## src/rtl/ps2_key_port.sv

```systemverilog
// PS/2 keyboard receiver with make-code filter, small FIFO and PicoBlaze read port.
// Port 0x0A pops scan codes; port 0x0B returns {ovf, perr, full, not-empty} and clears the sticky flags.
module ps2_key_port #(
    parameter int unsigned FIFO_AW = 2,
    parameter int unsigned TIMEOUT = 50000
) (
    input  logic       clk,
    input  logic       reset,
    input  logic       ps2c,
    input  logic       ps2d,
    input  logic [7:0] port_ID,
    input  logic       read_strobe,
    output logic [7:0] in_port,
    output logic       key_ready
);

    localparam int unsigned DEPTH = 1 << FIFO_AW;
    localparam int unsigned TW    = $clog2(TIMEOUT + 1);

    typedef enum logic [1:0] {StIdle, StRx, StDone} state_e;

    logic             ps2c_s1, ps2c_s2, ps2d_s1, ps2d_s2;
    logic [7:0]       filt_reg;
    logic             filt_q;
    logic             bit_evt;

    state_e           state_q, state_d;
    logic [9:0]       sr_q, sr_d;
    logic [3:0]       bcnt_q, bcnt_d;
    logic [TW-1:0]    tmo_q, tmo_d;

    logic             frame_ok, frame_bad;
    logic [7:0]       rx_byte;
    logic             brk_q, brk_d;
    logic             push_q, push_d;
    logic [7:0]       push_data_q;

    logic [7:0]       mem_q [DEPTH];
    logic [FIFO_AW-1:0] rptr_q, wptr_q;
    logic [FIFO_AW:0] count_q;
    logic             empty, full, pop, wr;
    logic             stat_rd;
    logic             perr_q, ovf_q;
    logic [7:0]       in_port_d;

    // Synchronizers and glitch filter on the PS/2 clock
    always_ff @(posedge clk) begin
        if (reset) begin
            ps2c_s1  <= 1'b1;
            ps2c_s2  <= 1'b1;
            ps2d_s1  <= 1'b1;
            ps2d_s2  <= 1'b1;
            filt_reg <= 8'hFF;
            filt_q   <= 1'b1;
        end else begin
            ps2c_s1  <= ps2c;
            ps2c_s2  <= ps2c_s1;
            ps2d_s1  <= ps2d;
            ps2d_s2  <= ps2d_s1;
            filt_reg <= {filt_reg[6:0], ps2c_s2};
            if (filt_reg == 8'h00) begin
                filt_q <= 1'b0;
            end else if (filt_reg == 8'hFF) begin
                filt_q <= 1'b1;
            end
        end
    end

    assign bit_evt = filt_q & (filt_reg == 8'h00);

    always_ff @(posedge clk) begin
        if (reset) begin
            state_q <= StIdle;
            sr_q    <= '0;
            bcnt_q  <= '0;
            tmo_q   <= '0;
        end else begin
            state_q <= state_d;
            sr_q    <= sr_d;
            bcnt_q  <= bcnt_d;
            tmo_q   <= tmo_d;
        end
    end

    always_comb begin
        state_d = state_q;
        sr_d    = sr_q;
        bcnt_d  = bcnt_q;
        tmo_d   = tmo_q;
        case (state_q)
            StIdle: begin
                if (bit_evt && !ps2d_s2) begin
                    state_d = StRx;
                    bcnt_d  = '0;
                    tmo_d   = '0;
                end
            end
            StRx: begin
                if (bit_evt) begin
                    sr_d  = {ps2d_s2, sr_q[9:1]};
                    tmo_d = '0;
                    if (bcnt_q == 4'd9) begin
                        state_d = StDone;
                    end else begin
                        bcnt_d = bcnt_q + 4'd1;
                    end
                end else if (tmo_q == TW'(TIMEOUT - 1)) begin
                    state_d = StIdle;
                end else begin
                    tmo_d = tmo_q + TW'(1);
                end
            end
            StDone:  state_d = StIdle;
            default: state_d = StIdle;
        endcase
    end

    // sr_q holds {stop, parity, data[7:0]} once the tenth bit is shifted in
    assign rx_byte   = sr_q[7:0];
    assign frame_ok  = (state_q == StDone) && (^sr_q[8:0]) && sr_q[9];
    assign frame_bad = (state_q == StDone) && !frame_ok;

    always_comb begin
        brk_d  = brk_q;
        push_d = 1'b0;
        if (frame_ok) begin
            if (rx_byte == 8'hF0) begin
                brk_d = 1'b1;
            end else if (rx_byte == 8'hE0) begin
                brk_d = brk_q;
            end else if (brk_q) begin
                brk_d = 1'b0;
            end else begin
                push_d = 1'b1;
            end
        end
    end

    assign empty   = (count_q == '0);
    assign full    = (count_q == (FIFO_AW + 1)'(DEPTH));
    assign pop     = read_strobe && (port_ID == 8'h0A) && !empty;
    assign wr      = push_q && (!full || pop);
    assign stat_rd = read_strobe && (port_ID == 8'h0B);

    always_comb begin
        in_port_d = 8'h00;
        case (port_ID)
            8'h0A:   in_port_d = empty ? 8'h00 : mem_q[rptr_q];
            8'h0B:   in_port_d = {4'b0000, ovf_q, perr_q, full, ~empty};
            default: in_port_d = 8'h00;
        endcase
    end

    always_ff @(posedge clk) begin
        if (wr) begin
            mem_q[wptr_q] <= push_data_q;
        end
    end

    always_ff @(posedge clk) begin
        if (reset) begin
            brk_q       <= 1'b0;
            push_q      <= 1'b0;
            push_data_q <= 8'h00;
            rptr_q      <= '0;
            wptr_q      <= '0;
            count_q     <= '0;
            perr_q      <= 1'b0;
            ovf_q       <= 1'b0;
            in_port     <= 8'h00;
            key_ready   <= 1'b0;
        end else begin
            brk_q       <= brk_d;
            push_q      <= push_d;
            push_data_q <= rx_byte;
            if (wr) begin
                wptr_q <= wptr_q + FIFO_AW'(1);
            end
            if (pop) begin
                rptr_q <= rptr_q + FIFO_AW'(1);
            end
            if (wr && !pop) begin
                count_q <= count_q + (FIFO_AW + 1)'(1);
            end else if (pop && !wr) begin
                count_q <= count_q - (FIFO_AW + 1)'(1);
            end
            // Set events take priority over the read-to-clear
            perr_q    <= frame_bad | (perr_q & ~stat_rd);
            ovf_q     <= (push_q && full && !pop) | (ovf_q & ~stat_rd);
            in_port   <= in_port_d;
            key_ready <= ~empty;
        end
    end

endmodule

```

## config.mk

```make
export PLATFORM = sky130hd
export DESIGN_NAME = ps2_key_port
export DESIGN_NICKNAME = d
export VERILOG_FILES = /design/src/rtl/ps2_key_port.sv
export SDC_FILE = /design/constraint.sdc
export NUM_CORES = 1
export LEC_CHECK = 0
export BUFFER_PORTS_ARGS = -buffer_cell sky130_fd_sc_hd__buf_2
export CORE_MARGIN = 1
export CORE_UTILIZATION = 45
export CTS_CLUSTER_DIAMETER = 100
export DETAILED_ROUTE_END_ITERATION = 8
export SLEW_MARGIN = 10
export SYNTH_ARGS = -nofsm -noshare
export SYNTH_HDL_FRONTEND = slang
export SYNTH_SLANG_ARGS = --single-unit
```

## constraint.sdc

```tcl
create_clock -name clk -period 7.9 [get_ports clk]
set_input_delay 0.395 -clock clk [delete_from_list [all_inputs] [get_ports clk]]
set_output_delay 0.395 -clock clk [all_outputs]
set_load 0.02 [all_outputs]
```

==> impl_metrics.toml <==
[setup_path]
worst-setup-path-type = "flop to flop"
start_kind = "flop"
r2r_cells = 10
worstPathRequired_ps = 8200
path_max_fanout = 7
cp-end-kind = "flop"
worstPathArrival_ps = 3170
r2r_start = "count_q[0]"
r2r_slack_ps = 5030
reg2reg_to = "count_q[2]"

[worst_hold_path]
hp-start = "ps2c"
min_to = "ps2c_s1"
hold_class = "primary input to flop"
whs_path_depth = 2

[sta]
whs_ps = 204
setup_ws_ps = 5030
tns_ps = 0
finalHoldViolations = 0
period_share_pct = 36.3
fmax_mhz = 349
max-slew-margin-rel_pct = 59.5
drv_slew = 0
fin_skew_ps = 17.9
worst_pin_slew_ps = 605
grt_setup_unrepaired = "false"
layout_min_cycle_time_ps = 2870
setup_viol = 0

[logic_synthesis]
syn_inst = 388
synth_fp_nets = 415
synth_cell_type_count = 48
syn-cell-area_sq_um = 4330
syn_area_per_cell_sq_um = 11.2
synth.top_cells.by_area = "dfxtp_1 (35%), edfxtp_1 (22%), mux4_2 (4.2%), ha_1 (3.8%), nor2_1 (3.6%)"
yosys_warnings = 0
ys_seq_area_share_pct = 56.8
yosysTopAreaCell = "dfxtp_1"
synth_top_area_share_pct = 34.7
synthFlopType = "dfxtp_1"
async_flop_share_pct = 0
synth-edff-count = 32
ys_ff_latch = 107

[cts]
post_cts_buffers = 0
h-tree-depth = 3
cts_tree = "done"
numCtsBuffers = 9
cts_root_buf = "clkbuf_8"
clkLatencyLatePin_ps = 380
cts_resized = 0
clk_path_buf_depth = 2
ctsHoldBuffers = 0
clk_pin_slew_worst_paths_ps = 100
cts.sinks = 107

[final_layout]
final_util_pct = 50.9
largest_reg_flops = 32
num-fill-cells = 864
drive_gt1_share_pct = 16.1
fin_nets = 432
largest_registers = "mem_q (32), tmo_q (16), sr_q (10)"
top_register = "mem_q"
num_antenna_cells = 0
synthToLayoutAreaGrowth_pct = 9.10

[floorplan]
die_area_sq_um = 10000
initial_utilization_pct = 46.7
placementRows = 35
core_area_sq_um = 9280
pin_count = 22
dieWidth_microns = 100
die-height_microns = 100

[pwr]
vdd_drop_max_v = 0.000121
p_leak_nw = 1.75
power_density_nw_per_um2 = 188

[routing]
routed-via-count = 2763
wl_microns = 7530
wl_per_cell_microns = 14.0
antenna_left = 0
viasPerCell = 5.13
drt-pass1-iter-count = 4
first_iter_violations = 103
drc = 0

[global_routing]
use_met1_pct = 23.2
grt_max_degree = 58
busiest_layer = "met2"
grtUsageMet2_pct = 25.4
use_met3_pct = 2.58
grt_remaining_overflow = 0
globalRouteTotalUtil_pct = 16.5
grt_pass1_vias = 2629
antenna_found_initial = 0
grt_pass1_wl_microns = 12800

[place]
gp_congestion = 0.750
port_buffers = 21
dp_hpwl_microns = 5040
pre_cts_ws_ps = 4780

[job]
cap_violations = 0

[outcome]
status = "finished clean"
-- worst max-delay path, cell delays in order, from the launching register on --
cell,delay (ps)
dfxtp_1,420
nor3_1,140
nor2_1,220
nand3_1,200
a31oi_1,510
ha_1,280
inv_1,60
fa_1,370
xor2_1,160
or3_1,300
a21oi_1,150
-- metrics by stage --
stage / instance area [sq um] / power (mW) / cells
after global placement: 4540 / 0.588 / 523
after detailed placement: 4540 / 0.588 / 523
after CTS: 4730 / 0.899 / 539
after floorplan: 4330 / 0.583 / 388
after global routing: 4730 / 0.925 / 539
final: 4730 / 0.891 / 539
-- final cells by class --
type / count / area [sq um] / area share (%)
Timing Repair Buffer: 22 / 113 / 2.38
Multi-Input combinational cell: 250 / 1750 / 37.1
Clock inverter: 6 / 53.8 / 1.14
Clock buffer: 10 / 128 / 2.70
Tap cell: 129 / 161 / 3.42
Inverter: 15 / 56.3 / 1.19
Sequential cell: 107 / 2460 / 52.1
-- cells in the mapped netlist (all sizes together) (2+ instances only) --
cell,count
dfxtp,75
nor2,42
edfxtp,32
a21oi,24
nand2,22
clkbuf,15
inv,15
ha,13
or2,13
nand3,11
o21ai,11
nor2b,10
mux2i,9
or3,9
mux4,8
and2,7
a31oi,6
nand4,6
o211ai,6
nor3,5
o31ai,4
o32ai,4
xor2,4
a22oi,3
and3,3
and4,3
nand2b,3
nand3b,3
nor4,3
nor4b,2
nor4bb,2
o41ai,2
xnor2,2
-- where the power goes --
part | switching, mW | internal, mW
clock | 0.194 | 0.121
combinational | 0.00774 | 0.00418
sequential | 0.000713 | 0.563
-- metal layers --
| metal | wire length (microns) | vias up |
|---|---|---|
| met2 | 3350 | 28 |
| met3 | 178 | 10 |
| li1 | - | 1426 |
| met1 | 3860 | 1299 |
| met5 | 0 | - |
| met4 | 143 | 0 |
-- how the worst max path moves through the flow --
| stage | from | end | slack, ps | depth (start not counted) |
|---|---|---|---|---|
| after floorplan | port_ID[5] | count_q[2] | 5160 | 10 |
| after global placement | port_ID[5] | count_q[2] | 4880 | 11 |
| after detailed placement | port_ID[5] | count_q[2] | 4780 | 11 |
| after CTS | count_q[0] | count_q[2] | 5040 | 10 |
| after global routing | count_q[0] | count_q[2] | 4770 | 10 |
| final | count_q[0] | count_q[2] | 5030 | 10 |
-- logic make-up after synthesis --
kind of cell               share of synthesized area [%]
DFF                                                 56.8
muxes                                               6.50
and+or+nand+nor                                     18.7
adders and majority gates                           4.22
AOI/OAI and AO/OA                                   9.27
buffers and inverters                               2.71
xor gates and xnor gates                            1.73
-- placed cells by master, fill, tap and decap left out, types with 2 or more instances in the layout --
| master | count |
|---|---|
| nor4_4 | 2 |
| ha_1 | 13 |
| nand4_1 | 5 |
| mux4_2 | 8 |
| nand3b_1 | 3 |
| o32ai_1 | 4 |
| o41ai_1 | 2 |
| o31ai_1 | 4 |
| clkbuf_8 | 9 |
| and3_1 | 3 |
| nor2_1 | 42 |
| buf_2 | 21 |
| nand2b_1 | 3 |
| xor2_1 | 4 |
| inv_1 | 15 |
| a31oi_1 | 6 |
| nor4bb_1 | 2 |
| a22oi_1 | 3 |
| and4_1 | 3 |
| dfxtp_1 | 75 |
| xnor2_1 | 2 |
| edfxtp_1 | 32 |
| and2_1 | 7 |
| nor2b_1 | 10 |
| o21ai_0 | 11 |
| inv_6 | 3 |
| o211ai_1 | 6 |
| or3_1 | 9 |
| nor3_1 | 5 |
| nand3_1 | 11 |
| nor4b_1 | 2 |
| or2_2 | 13 |
| mux2i_1 | 9 |
| a21oi_1 | 23 |
| nand2_1 | 21 |
Note: power is estimated with default switching activity, not from simulation.
